### src/rtl/alu_defs.sv
// Shared ALU definitions: logic-unit opcodes and the serial engine's FSM states.
package alu_defs;

    localparam logic [2:0] OP_AND   = 3'd0;
    localparam logic [2:0] OP_NAND  = 3'd1;
    localparam logic [2:0] OP_OR    = 3'd2;
    localparam logic [2:0] OP_NOR   = 3'd3;
    localparam logic [2:0] OP_XOR   = 3'd4;
    localparam logic [2:0] OP_XNOR  = 3'd5;
    localparam logic [2:0] OP_PASS_A = 3'd6;
    localparam logic [2:0] OP_NOT_A  = 3'd7;

    typedef enum logic [1:0] {
        ST_IDLE  = 2'd0,
        ST_SHIFT = 2'd1,
        ST_DONE  = 2'd2
    } state_t;

endpackage

### src/rtl/logic_slice.sv
// Combinational gate slice: applies the selected bitwise function to BITS_PER_CYCLE bits.
module logic_slice
    import alu_defs::*;
#(
    parameter int BITS_PER_CYCLE = 4
) (
    input  logic [2:0]                op,
    input  logic [BITS_PER_CYCLE-1:0] a_bits,
    input  logic [BITS_PER_CYCLE-1:0] b_bits,
    output logic [BITS_PER_CYCLE-1:0] y_bits
);

    always_comb begin
        y_bits = '0;
        case (op)
            OP_AND:    y_bits = a_bits & b_bits;
            OP_NAND:   y_bits = ~(a_bits & b_bits);
            OP_OR:     y_bits = a_bits | b_bits;
            OP_NOR:    y_bits = ~(a_bits | b_bits);
            OP_XOR:    y_bits = a_bits ^ b_bits;
            OP_XNOR:   y_bits = ~(a_bits ^ b_bits);
            OP_PASS_A: y_bits = a_bits;
            OP_NOT_A:  y_bits = ~a_bits;
        endcase
    end

endmodule

### src/rtl/serial_logic_unit.sv
// Multi-cycle bitwise logic engine, BITS_PER_CYCLE bits per clock, valid/ready on both sides.
// Optional registered zero flag is enabled with `define SERIAL_LOGIC_ZERO_EN.
module serial_logic_unit
    import alu_defs::*;
#(
    parameter int WIDTH          = 32,
    parameter int BITS_PER_CYCLE = 4
) (
    input  logic             clk,
    input  logic             rst_n,
    input  logic             in_valid,
    output logic             in_ready,
    input  logic [2:0]       op,
    input  logic [WIDTH-1:0] a,
    input  logic [WIDTH-1:0] b,
    output logic             out_valid,
    input  logic             out_ready,
    output logic [WIDTH-1:0] out
`ifdef SERIAL_LOGIC_ZERO_EN
    ,
    output logic             zero
`endif
);

    localparam int N  = WIDTH / BITS_PER_CYCLE;
    localparam int CW = $clog2(N) + 1;
    localparam logic [CW-1:0] LAST = CW'(N - 1);

    state_t                    state, state_next;
    logic [WIDTH-1:0]          a_sr, b_sr, res_sr, res_next;
    logic [2:0]                op_r;
    logic [CW-1:0]             cnt;
    logic [BITS_PER_CYCLE-1:0] y_bits;
    logic                      last_step;

    assign last_step = (cnt == LAST);

    logic_slice #(.BITS_PER_CYCLE(BITS_PER_CYCLE)) u_slice (
        .op     (op_r),
        .a_bits (a_sr[BITS_PER_CYCLE-1:0]),
        .b_bits (b_sr[BITS_PER_CYCLE-1:0]),
        .y_bits (y_bits)
    );

    // New bits enter at the MSB so after N steps the result is in natural order.
    generate
        if (BITS_PER_CYCLE == WIDTH) begin : g_single
            assign res_next = y_bits;
        end else begin : g_multi
            assign res_next = {y_bits, res_sr[WIDTH-1:BITS_PER_CYCLE]};
        end
    endgenerate

    always_ff @(posedge clk or negedge rst_n) begin
        if (!rst_n) state <= ST_IDLE;
        else        state <= state_next;
    end

    always_comb begin
        state_next = state;
        in_ready   = 1'b0;
        case (state)
            ST_IDLE: begin
                in_ready = 1'b1;
                if (in_valid) state_next = ST_SHIFT;
            end
            ST_SHIFT: if (last_step) state_next = ST_DONE;
            ST_DONE:  if (out_ready) state_next = ST_IDLE;
            default:  state_next = ST_IDLE;
        endcase
    end

    always_ff @(posedge clk or negedge rst_n) begin
        if (!rst_n) begin
            a_sr      <= '0;
            b_sr      <= '0;
            res_sr    <= '0;
            op_r      <= OP_AND;
            cnt       <= '0;
            out       <= '0;
            out_valid <= 1'b0;
`ifdef SERIAL_LOGIC_ZERO_EN
            zero      <= 1'b1;
`endif
        end else begin
            case (state)
                ST_IDLE: if (in_valid) begin
                    a_sr   <= a;
                    b_sr   <= b;
                    op_r   <= op;
                    res_sr <= '0;
                    cnt    <= '0;
                end
                ST_SHIFT: begin
                    a_sr   <= a_sr >> BITS_PER_CYCLE;
                    b_sr   <= b_sr >> BITS_PER_CYCLE;
                    res_sr <= res_next;
                    cnt    <= cnt + CW'(1);
                    if (last_step) begin
                        out       <= res_next;
                        out_valid <= 1'b1;
`ifdef SERIAL_LOGIC_ZERO_EN
                        zero      <= (res_next == '0);
`endif
                    end
                end
                ST_DONE: if (out_ready) out_valid <= 1'b0;
                default: ;
            endcase
        end
    end

endmodule
### config.mk
export PLATFORM = sky130hd
export DESIGN_NAME = serial_logic_unit
export DESIGN_NICKNAME = d
export VERILOG_FILES = /design/src/rtl/alu_defs.sv /design/src/rtl/logic_slice.sv /design/src/rtl/serial_logic_unit.sv
export SDC_FILE = /design/constraint.sdc
export NUM_CORES = 1
export LEC_CHECK = 0
export BUFFER_PORTS_ARGS = -buffer_cell sky130_fd_sc_hd__buf_2
export CAP_MARGIN = 20
export CORE_MARGIN = 10
export CORE_UTILIZATION = 36
export CTS_CLUSTER_DIAMETER = 30
export DETAILED_ROUTE_END_ITERATION = 16
export GPL_TIMING_DRIVEN = 0
export HOLD_SLACK_MARGIN = 0.15
export SLEW_MARGIN = 20
export SYNTH_ARGS = -nofsm -noshare
export SYNTH_HDL_FRONTEND = slang
export SYNTH_SLANG_ARGS = --single-unit
### constraint.sdc
create_clock -name clk -period 2.2 [get_ports clk]
set_input_delay 0.22 -clock clk [delete_from_list [all_inputs] [get_ports clk]]
set_output_delay 0.22 -clock clk [all_outputs]
set_load 0.005 [all_outputs]
==> impl_summary.md <==
Clock network
The TritonCTS clock tree is done. The clock latency on the worst-skew pair is 420 ps. The number of hold-repair buffers added at the cts stage is 68. The CTS clock-pin slew for the worst setup and hold paths is 60 ps. Counting every sink on the clock net gives 134. The count of instances resized after the clock tree is built is 0. The tree is rooted in a sky130_fd_sc_hd__clkbuf_16. In this run, CTS created clock tree buffers numbering 17.

The clock passes through at most 2 buffers. Buffers added to address setup during post-CTS repair amount to 0. The maximum level of the CTS H-tree is 4.

Detailed routing
Once detail routing completed, the nets flagged for antenna violations numbered 0. The number of DRC markers in iteration 0 is 313. Dividing the detail-routed wire length by the instance count gives 15.6 um. The per-cell via count in the routed design is 4.81. The DRC violation count after routing is 0. The first detailed-routing pass ran for 5 iterations. The total via count after detailed routing is 5,065. Summed over all layers, the routed wires come to 16.4 mm.

Critical path
The kind of end point of the critical path is a flop. STA puts the critical path data required time at 2490 ps. The critical path in this run is classified as reg2reg. Along the worst path, the maximum fanout reaches 10. The worst setup path is launched from a flop. The critical path data arrival time is 2180 ps.

Floorplanning
The x dimension of the die is 147 um. The floorplan has 46 rows. The vertical die dimension is 147 um.

In this run the count of I/O pins placed on the die edge is 105. The floorplan step defined a core boundary enclosing 0.0158 mm^2. The die covers 0.0216 mm^2. Once the floorplan was initialized, standard cells occupied 36.6% of the core.

Pwr
The leakage dissipation is 3.84 nW. IR analysis of the VDD net gives a maximum drop of 0.000702 V. The overall power is 11.1 mW. For this design the ratio of total power to cell area is 1400 mW/mm^2.

Timing
The final period demand of the worst path is 1890 ps. In the finished design, the share of the clock period the worst path needs comes to 85.9%. The measured slew at the worst slew-check pin is 602 ps. The number of pins with negative max-slew slack in the final report is 0.

The normalized max-slew margin is 59.9%. Setup repair after global routing left no endpoint under its margin. Between clock sinks in the finished design, the worst skew comes to 8.20 ps. The fmax is 529 MHz.

The final hold violation count is 0. Setup violations remaining at the end of the flow were counted as 0.

GRT
The number of global-route vias before repair is 5,280. Entering global routing, the biggest net connects 73 pins. The total global-route track usage is 15.3%. The first-pass GRT wire length is 26.9 mm.

The initial antenna violation count is 0. Global routing finished with a remaining overflow of 0.

Placement
The quantity of I/O buffers inserted on ports is 104. At the end of routability-driven placement, the weighted congestion stood at 0.799. Once detailed placement completed, the half-perimeter wirelength came to 11.3 mm. Summing all placed instances gives a cell area of 0.00662 mm^2.

Synthesis
Yosys mapped the design onto 39 distinct sky130hd cell types. The mapped cell area is 0.00579 mm^2. The number of cells produced by synthesis is 633. The mean instance size in the synthesized netlist is 9.14 um^2. The number of nets in the synthesized netlist is 713. The total of warnings raised by yosys is 0. The total of flip-flops plus latches after synthesis is 134. Summing the sequential cell areas from Yosys gives 57.9% of the chip area.

Layout
The repair_antennas step left the layout with diodes totalling 0. After the last flow step, the layout net total stands at 905. After routing the design area is 0.00791 mm^2. Once layout is complete, the utilization of the core stands at 50.0%. The area added between synthesis and finish is 36.6%. The post-route netlist has 20.8% of its cells at a drive strength greater than 1.

Hold path
In this run the worst hold path is classified as in2reg.

Run
The max-cap check violation count is 0.

Outcome
The flow ran to the end, and the final reports show no timing, DRC or antenna violations.
-- layout make-up --
| cell class | count | area (um^2) |
|---|---|---|
| multi-input cells | 446 | 2180 |
| plain buffers | 42 | 213 |
| clock inverters | 8 | 121 |
| clock buffers | 23 | 488 |
| repair buffers | 173 | 1240 |
| fillers | 1479 | 7920 |
| well taps | 216 | 270 |
| inverters | 11 | 41.3 |
| flip-flops and latches | 134 | 3350 |
-- kinds of logic (layout without fill, tap and decap cells) --
logic type      count (synthesis)  in the layout  share of synthesized area [%]
fa+ha+maj                       9              9                           1.95
simple gates                  304            304                           21.1
compound gates                126            126                           13.0
flops                         134            134                           57.9
buf+inv                        53            257                           4.39
mux                             4              4                           1.10
xor+xnor                        3              3                          0.454
-- critical path, cell delays in order, from the launching register on --
cell and delay [ps]:
sky130_fd_sc_hd__dfrtp_1 360, sky130_fd_sc_hd__clkbuf_2 180, sky130_fd_sc_hd__nor2_1 260, sky130_fd_sc_hd__nand2_1 340, sky130_fd_sc_hd__buf_2 320, sky130_fd_sc_hd__o22ai_1 210, sky130_fd_sc_hd__nor2_1 80
-- stage by stage --
| step | TNS [ps] | instances | hold WS [ps] | setup WS (ps) |
|---|---|---|---|---|
| 6_report | 0 | 1053 | 169 | 311 |
| 5_1_grt | 0 | 1053 | 166 | 234 |
| 4_1_cts | 0 | 1053 | 153 | 389 |
| 3_5_place_dp | 0 | 954 | 229 | 406 |
| 3_3_place_gp | -136130 | 953 | 420 | -1030 |
| 2_1_floorplan | 0 | 633 | -75.6 | 512 |
-- power by group --
group	switching, mW	internal, mW	leakage, nW
sequential	0.684	3.56	1.66
clock	1.04	1.89	0.299
combinational	2.22	1.66	1.88
-- path summary, 6_finish.rpt --
kind / from / end / slack [ps] / depth (start not counted)
worst max register to register: state[1]$_DFFE_PN0P_ / a_sr[13]$_DFFE_PN0P_ / 310 / 6
max in group asynchronous: rst_n / b_sr[18]$_DFFE_PN0P_ / 1110 / 3
worst min register to register: out[17]$_DFFE_PN0P_ / out[17]$_DFFE_PN0P_ / 470 / 2
worst max-delay path: state[1]$_DFFE_PN0P_ / a_sr[13]$_DFFE_PN0P_ / 310 / 6
min in group asynchronous: rst_n / out[10]$_DFFE_PN0P_ / 370 / 2
worst min-delay path: a[0] / a_sr[0]$_DFFE_PN0P_ / 170 / 3
-- per-layer routing --
layer	up-vias	GRT usage, %	part of all wire (%)
met5	-	0	0
met4	0	4.60	1.3
met3	20	5.37	6.7
li1	2497	-	-
met2	152	23.6	46
met1	2396	19.8	46
-- Yosys cell counts --
cell,number,area (um^2)
sky130_fd_sc_hd__nand2_1,184,691
sky130_fd_sc_hd__dfrtp_1,134,3350
sky130_fd_sc_hd__nor2_1,91,342
sky130_fd_sc_hd__o22ai_1,49,307
sky130_fd_sc_hd__o21ai_0,48,240
sky130_fd_sc_hd__buf_2,25,125
sky130_fd_sc_hd__clkbuf_1,11,41.3
sky130_fd_sc_hd__inv_1,11,41.3
sky130_fd_sc_hd__a21oi_1,9,45.0
sky130_fd_sc_hd__ha_1,9,113
sky130_fd_sc_hd__a22oi_1,7,52.6
sky130_fd_sc_hd__nand3_1,7,35.0
sky130_fd_sc_hd__nor3_1,5,25.0
sky130_fd_sc_hd__buf_4,4,30.0
sky130_fd_sc_hd__nand2b_1,4,25.0
sky130_fd_sc_hd__o211ai_1,4,30.0
sky130_fd_sc_hd__nand3b_1,3,22.5
sky130_fd_sc_hd__xnor2_1,3,26.3
sky130_fd_sc_hd__mux2_2,2,22.5
sky130_fd_sc_hd__nor2b_1,2,12.5
sky130_fd_sc_hd__o31ai_1,2,15.0
sky130_fd_sc_hd__o32ai_1,2,17.5
sky130_fd_sc_hd__a211oi_1,1,7.51
sky130_fd_sc_hd__a21o_1,1,7.51
sky130_fd_sc_hd__a311o_1,1,10.0
sky130_fd_sc_hd__a31oi_2,1,12.5
sky130_fd_sc_hd__and2b_1,1,7.51
sky130_fd_sc_hd__and3b_1,1,8.76
sky130_fd_sc_hd__buf_6,1,11.3
sky130_fd_sc_hd__clkbuf_2,1,5.00
sky130_fd_sc_hd__mux2_4,1,15.0
sky130_fd_sc_hd__mux4_1,1,26.3
sky130_fd_sc_hd__nand2_2,1,6.26
sky130_fd_sc_hd__nand4_1,1,6.26
sky130_fd_sc_hd__nor2_4,1,11.3
sky130_fd_sc_hd__nor3b_4,1,18.8
sky130_fd_sc_hd__nor4_1,1,6.26
sky130_fd_sc_hd__o21ba_2,1,10.0
sky130_fd_sc_hd__or2_2,1,6.26
-- placed cells by master (no fill, tap or decap), types with 2 or more instances in the layout --
cell | synthesis | final
sky130_fd_sc_hd__clkbuf_1 | 11 | 13
sky130_fd_sc_hd__nand2b_1 | 4 | 4
sky130_fd_sc_hd__o22ai_1 | 49 | 49
sky130_fd_sc_hd__buf_2 | 25 | 128
sky130_fd_sc_hd__nand3_1 | 7 | 7
sky130_fd_sc_hd__mux2_2 | 2 | 2
sky130_fd_sc_hd__clkinv_2 | 0 | 3
sky130_fd_sc_hd__o21ai_0 | 48 | 48
sky130_fd_sc_hd__o211ai_1 | 4 | 4
sky130_fd_sc_hd__nor2_1 | 91 | 91
sky130_fd_sc_hd__nand2_1 | 184 | 184
sky130_fd_sc_hd__a21oi_1 | 9 | 9
sky130_fd_sc_hd__nor3_1 | 5 | 5
sky130_fd_sc_hd__a22oi_1 | 7 | 7
sky130_fd_sc_hd__ha_1 | 9 | 9
sky130_fd_sc_hd__xnor2_1 | 3 | 3
sky130_fd_sc_hd__bufinv_16 | 0 | 3
sky130_fd_sc_hd__o32ai_1 | 2 | 2
sky130_fd_sc_hd__nand3b_1 | 3 | 3
sky130_fd_sc_hd__dfrtp_1 | 134 | 134
sky130_fd_sc_hd__nor2b_1 | 2 | 2
sky130_fd_sc_hd__clkbuf_16 | 0 | 17
sky130_fd_sc_hd__o31ai_1 | 2 | 2
sky130_fd_sc_hd__buf_4 | 4 | 4
sky130_fd_sc_hd__clkbuf_8 | 0 | 4
sky130_fd_sc_hd__dlygate4sd3_1 | 0 | 68
sky130_fd_sc_hd__inv_1 | 11 | 11
-- state kept, by name, summed over array words and instances (netlist names) --
name	count
a_sr	32
b_sr	32
out	32
res_sr	28
cnt	4
op_r	3
state	2
out_valid	1
No activity file was read; power rests on OpenSTA's default activity.
